`config.mk`:
```
export PLATFORM = sky130hd
export DESIGN_NAME = uart_tx
export DESIGN_NICKNAME = d
export VERILOG_FILES = /design/src/rtl/uart_pkg.sv /design/src/rtl/uart_tx.sv
export SDC_FILE = /design/constraint.sdc
export NUM_CORES = 1
export LEC_CHECK = 0
export CAP_MARGIN = 25
export CORE_AREA = 3 3 54 75
export CTS_CLUSTER_SIZE = 12
export DETAILED_ROUTE_END_ITERATION = 10
export DIE_AREA = 0 0 57 78
export MAX_ROUTING_LAYER = met4
export PLACE_DENSITY_LB_ADDON = 0.3
export SLEW_MARGIN = 5
export SYNTH_ARGS = -nofsm -noshare
export SYNTH_HDL_FRONTEND = slang
export SYNTH_SLANG_ARGS = --single-unit
```
`constraint.sdc`:
```
create_clock -name i_clk -period 2.3 [get_ports i_clk]
set_input_delay 0.69 -clock i_clk [delete_from_list [all_inputs] [get_ports i_clk]]
set_output_delay 0.69 -clock i_clk [all_outputs]
set_load 0.03 [all_outputs]
```
`src/rtl/uart_pkg.sv`:
```
// ---------------------------------------------------------------------------
// uart_pkg
//   Shared definitions for the UART blocks (uart_tx, uart_rx, baud_rate_gen).
//   - uart_state_e : 3-bit frame state encoding used by the transmitter FSM
//   - UART_NB_DATA : default data bits per frame
//   - UART_N_OVS   : default baud ticks per start/data/parity bit
//   - UART_SB_TICK : default baud ticks spent in the stop bit
// ---------------------------------------------------------------------------
package uart_pkg;

    localparam int UART_NB_DATA = 8;
    localparam int UART_N_OVS   = 16;
    localparam int UART_SB_TICK = 16;

    typedef enum logic [2:0] {
        ST_IDLE   = 3'd0,
        ST_START  = 3'd1,
        ST_DATA   = 3'd2,
        ST_PARITY = 3'd3,
        ST_STOP   = 3'd4
    } uart_state_e;

endpackage : uart_pkg

```
`src/rtl/uart_tx.sv`:
```
// ---------------------------------------------------------------------------
// uart_tx
//   Serialises one NB_DATA-bit word per request onto an asynchronous line,
//   LSB first, paced by an external N_OVS-times-oversampling baud tick.
//   Frame: start(0), NB_DATA data bits, optional even parity, stop(1).
//
//   Build option: define UART_TX_PARITY_EN to insert an even-parity bit
//   after the data bits. Ports and parameters are the same in both builds.
//
//   Handshake: the request is a level. In IDLE, any rising edge that sees
//   i_tx_start=1 accepts the word on i_data; o_busy rises from that edge.
//   Requests while o_busy=1 are dropped, not queued. The o_tx_done cycle is
//   already idle, so a request held during it is accepted back-to-back.
//
// Ports
//   i_clk       in   system clock, rising edge
//   i_rst       in   synchronous reset, active low
//   i_tick      in   one-cycle baud tick at N_OVS x baud rate
//   i_tx_start  in   request to send i_data
//   i_data      in   word to send, sampled on the accept edge
//   o_tx        out  serial line, idle high
//   o_busy      out  high while a frame is in progress
//   o_tx_done   out  one-cycle pulse at end of stop bit
//
// The internal state register (state_q) is a plain enum signal so checkers
// can bind to it directly.
// ---------------------------------------------------------------------------
module uart_tx
    import uart_pkg::*;
#(
    parameter int NB_DATA = UART_NB_DATA,
    parameter int SB_TICK = UART_SB_TICK,
    parameter int N_OVS   = UART_N_OVS
) (
    input  logic               i_clk,
    input  logic               i_rst,
    input  logic               i_tick,
    input  logic               i_tx_start,
    input  logic [NB_DATA-1:0] i_data,
    output logic               o_tx,
    output logic               o_busy,
    output logic               o_tx_done
);

    // One counter serves both bit periods and the stop period, so size it
    // for whichever is longer.
    localparam int TICK_MAX = (SB_TICK > N_OVS) ? SB_TICK : N_OVS;
    localparam int TICK_W   = $clog2(TICK_MAX) + 1;
    localparam int BIT_W    = $clog2(NB_DATA) + 1;

    localparam logic [TICK_W-1:0] OVS_LAST  = TICK_W'(N_OVS - 1);
    localparam logic [TICK_W-1:0] STOP_LAST = TICK_W'(SB_TICK - 1);
    localparam logic [BIT_W-1:0]  BIT_LAST  = BIT_W'(NB_DATA - 1);

    uart_state_e        state_q, state_d;
    logic [TICK_W-1:0]  tick_q, tick_d;
    logic [BIT_W-1:0]   bit_q, bit_d;
    logic [NB_DATA-1:0] shift_q, shift_d;
    logic               tx_d, busy_d, done_d;
`ifdef UART_TX_PARITY_EN
    logic               parity_q, parity_d;
`endif

    // ---------------- state register ----------------
    always_ff @(posedge i_clk) begin
        if (!i_rst) begin
            state_q   <= ST_IDLE;
            tick_q    <= '0;
            bit_q     <= '0;
            shift_q   <= '0;
            o_tx      <= 1'b1;
            o_busy    <= 1'b0;
            o_tx_done <= 1'b0;
`ifdef UART_TX_PARITY_EN
            parity_q  <= 1'b0;
`endif
        end else begin
            state_q   <= state_d;
            tick_q    <= tick_d;
            bit_q     <= bit_d;
            shift_q   <= shift_d;
            o_tx      <= tx_d;
            o_busy    <= busy_d;
            o_tx_done <= done_d;
`ifdef UART_TX_PARITY_EN
            parity_q  <= parity_d;
`endif
        end
    end

    // ---------------- next-state logic ----------------
    // Every non-idle state advances only on i_tick; cycles without a tick
    // leave all state untouched, so bit time is N_OVS ticks at any clock ratio.
    always_comb begin
        state_d  = state_q;
        tick_d   = tick_q;
        bit_d    = bit_q;
        shift_d  = shift_q;
`ifdef UART_TX_PARITY_EN
        parity_d = parity_q;
`endif
        unique case (state_q)
            ST_IDLE: begin
                // A tick coinciding with the accept is deliberately not counted.
                if (i_tx_start) begin
                    state_d  = ST_START;
                    tick_d   = '0;
                    bit_d    = '0;
                    shift_d  = i_data;
`ifdef UART_TX_PARITY_EN
                    parity_d = ^i_data;
`endif
                end
            end
            ST_START: begin
                if (i_tick) begin
                    if (tick_q == OVS_LAST) begin
                        state_d = ST_DATA;
                        tick_d  = '0;
                    end else begin
                        tick_d = tick_q + TICK_W'(1);
                    end
                end
            end
            ST_DATA: begin
                if (i_tick) begin
                    if (tick_q == OVS_LAST) begin
                        tick_d  = '0;
                        shift_d = shift_q >> 1;
                        if (bit_q == BIT_LAST) begin
`ifdef UART_TX_PARITY_EN
                            state_d = ST_PARITY;
`else
                            state_d = ST_STOP;
`endif
                        end else begin
                            bit_d = bit_q + BIT_W'(1);
                        end
                    end else begin
                        tick_d = tick_q + TICK_W'(1);
                    end
                end
            end
`ifdef UART_TX_PARITY_EN
            ST_PARITY: begin
                if (i_tick) begin
                    if (tick_q == OVS_LAST) begin
                        state_d = ST_STOP;
                        tick_d  = '0;
                    end else begin
                        tick_d = tick_q + TICK_W'(1);
                    end
                end
            end
`endif
            ST_STOP: begin
                if (i_tick) begin
                    if (tick_q == STOP_LAST) begin
                        state_d = ST_IDLE;
                        tick_d  = '0;
                    end else begin
                        tick_d = tick_q + TICK_W'(1);
                    end
                end
            end
            default: begin
                state_d = ST_IDLE;
                tick_d  = '0;
                bit_d   = '0;
            end
        endcase
    end

    // ---------------- output logic ----------------
    // Outputs are decoded from the next state and registered, so the line
    // changes on the same edge as the state it belongs to.
    always_comb begin
        tx_d   = 1'b1;
        busy_d = (state_d != ST_IDLE);
        done_d = (state_q == ST_STOP) && (state_d == ST_IDLE);
        unique case (state_d)
            ST_START:  tx_d = 1'b0;
            ST_DATA:   tx_d = shift_d[0];
`ifdef UART_TX_PARITY_EN
            ST_PARITY: tx_d = parity_d;
`endif
            default:   tx_d = 1'b1;
        endcase
    end

endmodule : uart_tx

```
==> impl_summary.log <==
[metrics] run status: finished, final reports clean
[metrics] remaining global-route overflow: 0
[metrics] post-cts gate resize count: 0
[metrics] Vias/cell: 5.60
[metrics] die width: 57 um
[metrics] Post-route DRC: 0
[metrics] unrepaired setup endpoints after global routing: false
[metrics] Hold/Removal Path Class: flop to flop
[metrics] Synth cell types: 41
[metrics] number of flip-flops and latches in the synthesized netlist: 23
[metrics] Final #Nets: 171
[metrics] synthesized net count: 149
[metrics] overall power: 792 uW
[metrics] buffer cell driving the clock tree root: sky130_fd_sc_hd__clkbuf_8
[metrics] antenna diode instance count: 0
[metrics] leakage power figure: 0.000506 uW
[metrics] half-perimeter wire length of the detailed placement result: 2.02 mm
[metrics] proportion of layout cells with a drive suffix above 1: 12.2%
[metrics] Worst setup startpoint: i_tick
[metrics] combined global-route utilization of all metal layers: 12.7%
[metrics] Hold Fails Final Rpt: 0
[metrics] Skew-Pair Late Insertion Delay: 0.27 ns
[metrics] Mapped Cells: 135
[metrics] number of H-tree levels: 1
[metrics] highest clock rate: 467 MHz
[metrics] endpoint kind of the worst setup timing path: flop
[metrics] filler cell count in the final layout: 369
[metrics] total number of vias: 1,097
[metrics] initial core utilization: 34.4%
[metrics] top fanout value on the critical path: 8
[metrics] number of buffers added by the clock tree synthesis step: 3
[metrics] DRT iter0 DRCs: 15
[metrics] routed length on met3: 32 um
[metrics] sequential cell area fraction in the yosys report: 38.9%
[metrics] total length of routed met2 wires: 1.50 mm
[metrics] FF-to-FF setup slack: 0.39 ns
[metrics] required time of the critical path: 2.50 ns
[metrics] finished layout cell area: 1450 um^2
[metrics] final weighted congestion in routability-driven placement: 0.748
[metrics] clock edge transition at the registers on the reported setup and hold paths: 0.09 ns
[metrics] Max rail drop VDD: 0.000320 V
[metrics] max-slew violation count: 0
[metrics] data arrival time of the critical path: 2.35 ns
[metrics] number of warnings reported in the yosys synthesis log: 0
[metrics] synthesis-to-finish area growth: 22.6%
[metrics] category of the critical setup timing path: input port to flop
[metrics] Die ar.: 4450 um^2
[metrics] syn_area_per_cell: 8.76 um^2
[metrics] final count of negative-setup-slack endpoints: 0
[metrics] number of buffers between clock root and the deepest sink: 2
[metrics] die boundary height: 78 um
[metrics] power density cells: 546 nW/um^2
[metrics] slew margin rel.: 57.5%
[metrics] area of the placeable core: 3440 um^2
[metrics] start point of the worst min-delay path: shift_q[0]$_SDFF_PN0_
[metrics] Final Util: 42.1%
[metrics] first-pass GRT wire length: 4.51 mm
[metrics] wire per inst: 13.4 um
[metrics] worst-case clock skew: 0.00112 ns
[metrics] Cell Area, Synth: 1180 um^2
[metrics] post-cts hold buffer count: 0
[metrics] slew of the pin with the lowest slew margin: 0.634 ns
[metrics] total placed instance area: 1400 um^2
[metrics] post-route minimum period: 2.14 ns
[metrics] Final WS setup: 0.157 ns
[metrics] buffer count from post-CTS setup fixing: 0
[metrics] R2R Path End: o_tx$_SDFF_PN1_
[metrics] wl on met1: 1.10 mm
[metrics] MaxCap Viol Count: 0
[metrics] post-route antenna net violation count: 0
[metrics] number of buffers added on ports: 14
[metrics] initial antenna violation count: 0
[metrics] number of placement rows: 25
[metrics] destination of the critical timing path: bit_q[3]$_SDFFE_PN0P_
[metrics] number of cells on the worst reg-to-reg path: 4
[metrics] first-pass iteration count of the detailed router: 4
[metrics] Startpoint Class: input port
[metrics] worst slack after detailed placement: -0.108 ns
[metrics] Final Routed Wirelength: 2.63 mm
[metrics] post-route fraction of the period consumed by the critical path: 93.2%
[metrics] reg-to-reg critical path startpoint: state_q[1]$_SDFF_PN0_
[metrics] uppermost metal layer occupied by signal nets: met4
[metrics] largest net degree at the start of global routing: 16
[metrics] vias in the first global route: 1,074
[metrics] count of boundary I/O pins: 15
[metrics] number of clock sinks: 23
[metrics] clock tree from TritonCTS: done
==> logic make-up (layout without fill, tap and decap cells) <==
group | count (synthesis) | after routing | share of synthesized area, %
compound gates | 50 | 50 | 28.8
simple gates | 48 | 48 | 24.8
flops | 23 | 23 | 38.9
buf+inv | 11 | 32 | 4.66
fa+ha+maj | 2 | 2 | 2.12
xor+xnor | 1 | 1 | 0.741
==> per-layer routing <==
layer  track usage (%)  up-vias
li1                  -      553
met1              14.1      538
met2              23.1        4
met3              1.50        2
met4              4.18        0
met5                 -        -
==> worst min-delay path by stage <==
stage / to / cells after the start
floorplan: shift_q[0]$_SDFF_PN0_ / 2
CTS: shift_q[5]$_SDFFE_PN0P_ / 2
detailed placement: shift_q[5]$_SDFFE_PN0P_ / 2
global placement: shift_q[5]$_SDFFE_PN0P_ / 2
global route: shift_q[6]$_SDFFE_PN0P_ / 2
finish: shift_q[0]$_SDFF_PN0_ / 2
==> cell usage in the layout, fill, tap and decap left out, types with 2 or more instances in the layout <==
master	netlist	routed
sky130_fd_sc_hd__nor3b_1	2	2
sky130_fd_sc_hd__inv_1	5	5
sky130_fd_sc_hd__ha_1	2	2
sky130_fd_sc_hd__nand3_1	5	5
sky130_fd_sc_hd__clkbuf_8	0	3
sky130_fd_sc_hd__a21o_1	2	2
sky130_fd_sc_hd__or3_1	2	2
sky130_fd_sc_hd__or4_1	4	4
sky130_fd_sc_hd__buf_4	3	9
sky130_fd_sc_hd__a31oi_1	3	3
sky130_fd_sc_hd__nand2b_1	4	4
sky130_fd_sc_hd__a21boi_1	2	2
sky130_fd_sc_hd__a21oi_1	16	16
sky130_fd_sc_hd__dfxtp_1	23	23
sky130_fd_sc_hd__o21ai_0	7	7
sky130_fd_sc_hd__o211a_1	2	2
sky130_fd_sc_hd__o31ai_1	3	3
sky130_fd_sc_hd__nor2_1	3	3
sky130_fd_sc_hd__nor3_1	3	3
sky130_fd_sc_hd__nand2_1	15	15
sky130_fd_sc_hd__a22oi_1	7	7
sky130_fd_sc_hd__clkdlybuf4s50_1	0	14
==> registers in the layout (all words and copies together), names as in the netlist <==
signal     count
o_tx_done      1
o_tx           1
state_q        3
tick_q         5
bit_q          4
o_busy         1
shift_q        8
==> cell type report <==
class	instances	area, um^2	area share [%]
well taps	40	50.0	3.45
flip-flops and latches	23	460	31.8
inverters	5	18.8	1.29
clock buffers	3	41.3	2.85
multi-input cells	101	667	46.0
clock inverters	1	5.00	0.345
repair buffers	23	208	14.3
==> through the flow <==
stage	hold slack, ns	instances	setup TNS (ns)
6_report	0.460	196	0
5_1_grt	0.488	196	0
3_3_place_gp	0.443	192	-0.117
2_1_floorplan	0.432	135	0
4_1_cts	0.463	196	0
3_5_place_dp	0.450	192	-0.505
==> power breakdown <==
group | internal, uW | leakage, uW | switching (uW) | total [uW]
Sequential | 413 | 0.000188 | 13.3 | 427
Clock | 121 | 0.0000255 | 142 | 263
Combinational | 52.6 | 0.000293 | 48.9 | 102
==> cells in the mapped netlist <==
cell type,count,share of area [%]
sky130_fd_sc_hd__a22oi_1,7,4.4
sky130_fd_sc_hd__o31a_1,1,0.74
sky130_fd_sc_hd__or4_1,4,2.5
sky130_fd_sc_hd__a31oi_4,1,1.8
sky130_fd_sc_hd__nand2_1,15,4.8
sky130_fd_sc_hd__a211o_1,1,0.74
sky130_fd_sc_hd__nand3_1,5,2.1
sky130_fd_sc_hd__a21o_1,2,1.3
sky130_fd_sc_hd__nor3_4,1,1.4
sky130_fd_sc_hd__ha_1,2,2.1
sky130_fd_sc_hd__and2_1,1,0.53
sky130_fd_sc_hd__a21oi_1,16,6.8
sky130_fd_sc_hd__clkbuf_1,1,0.32
sky130_fd_sc_hd__dfxtp_1,23,39
sky130_fd_sc_hd__o211a_1,2,1.7
sky130_fd_sc_hd__nor2_1,3,0.95
sky130_fd_sc_hd__o41ai_1,1,0.74
sky130_fd_sc_hd__o31ai_1,3,1.9
sky130_fd_sc_hd__xor2_1,1,0.74
sky130_fd_sc_hd__o2bb2ai_1,1,0.74
sky130_fd_sc_hd__o221ai_1,1,0.74
sky130_fd_sc_hd__a221oi_1,1,0.74
sky130_fd_sc_hd__or3_1,2,1.1
sky130_fd_sc_hd__or3b_2,1,0.74
sky130_fd_sc_hd__nor4_2,1,1.1
sky130_fd_sc_hd__buf_4,3,1.9
sky130_fd_sc_hd__nor3b_1,2,1.3
sky130_fd_sc_hd__o21ai_0,7,3.0
sky130_fd_sc_hd__inv_1,5,1.6
sky130_fd_sc_hd__nand2b_1,4,2.1
sky130_fd_sc_hd__or3b_4,1,0.95
sky130_fd_sc_hd__and4_1,1,0.74
sky130_fd_sc_hd__buf_2,2,0.85
sky130_fd_sc_hd__a31oi_1,3,1.6
sky130_fd_sc_hd__nand4_1,1,0.53
sky130_fd_sc_hd__o21a_1,1,0.64
sky130_fd_sc_hd__and4b_1,1,0.85
sky130_fd_sc_hd__nand3b_1,1,0.64
sky130_fd_sc_hd__nor3_1,3,1.3
sky130_fd_sc_hd__nor4b_2,1,1.3
sky130_fd_sc_hd__a21boi_1,2,1.3
==> worst max-delay path: stages <==
cell                              delay, ns
sky130_fd_sc_hd__clkdlybuf4s50_1       0.50
sky130_fd_sc_hd__and4_1                0.33
sky130_fd_sc_hd__a31oi_4               0.15
sky130_fd_sc_hd__or4_1                 0.52
sky130_fd_sc_hd__a21boi_1              0.15
No activity file was read; power rests on OpenSTA's default activity.
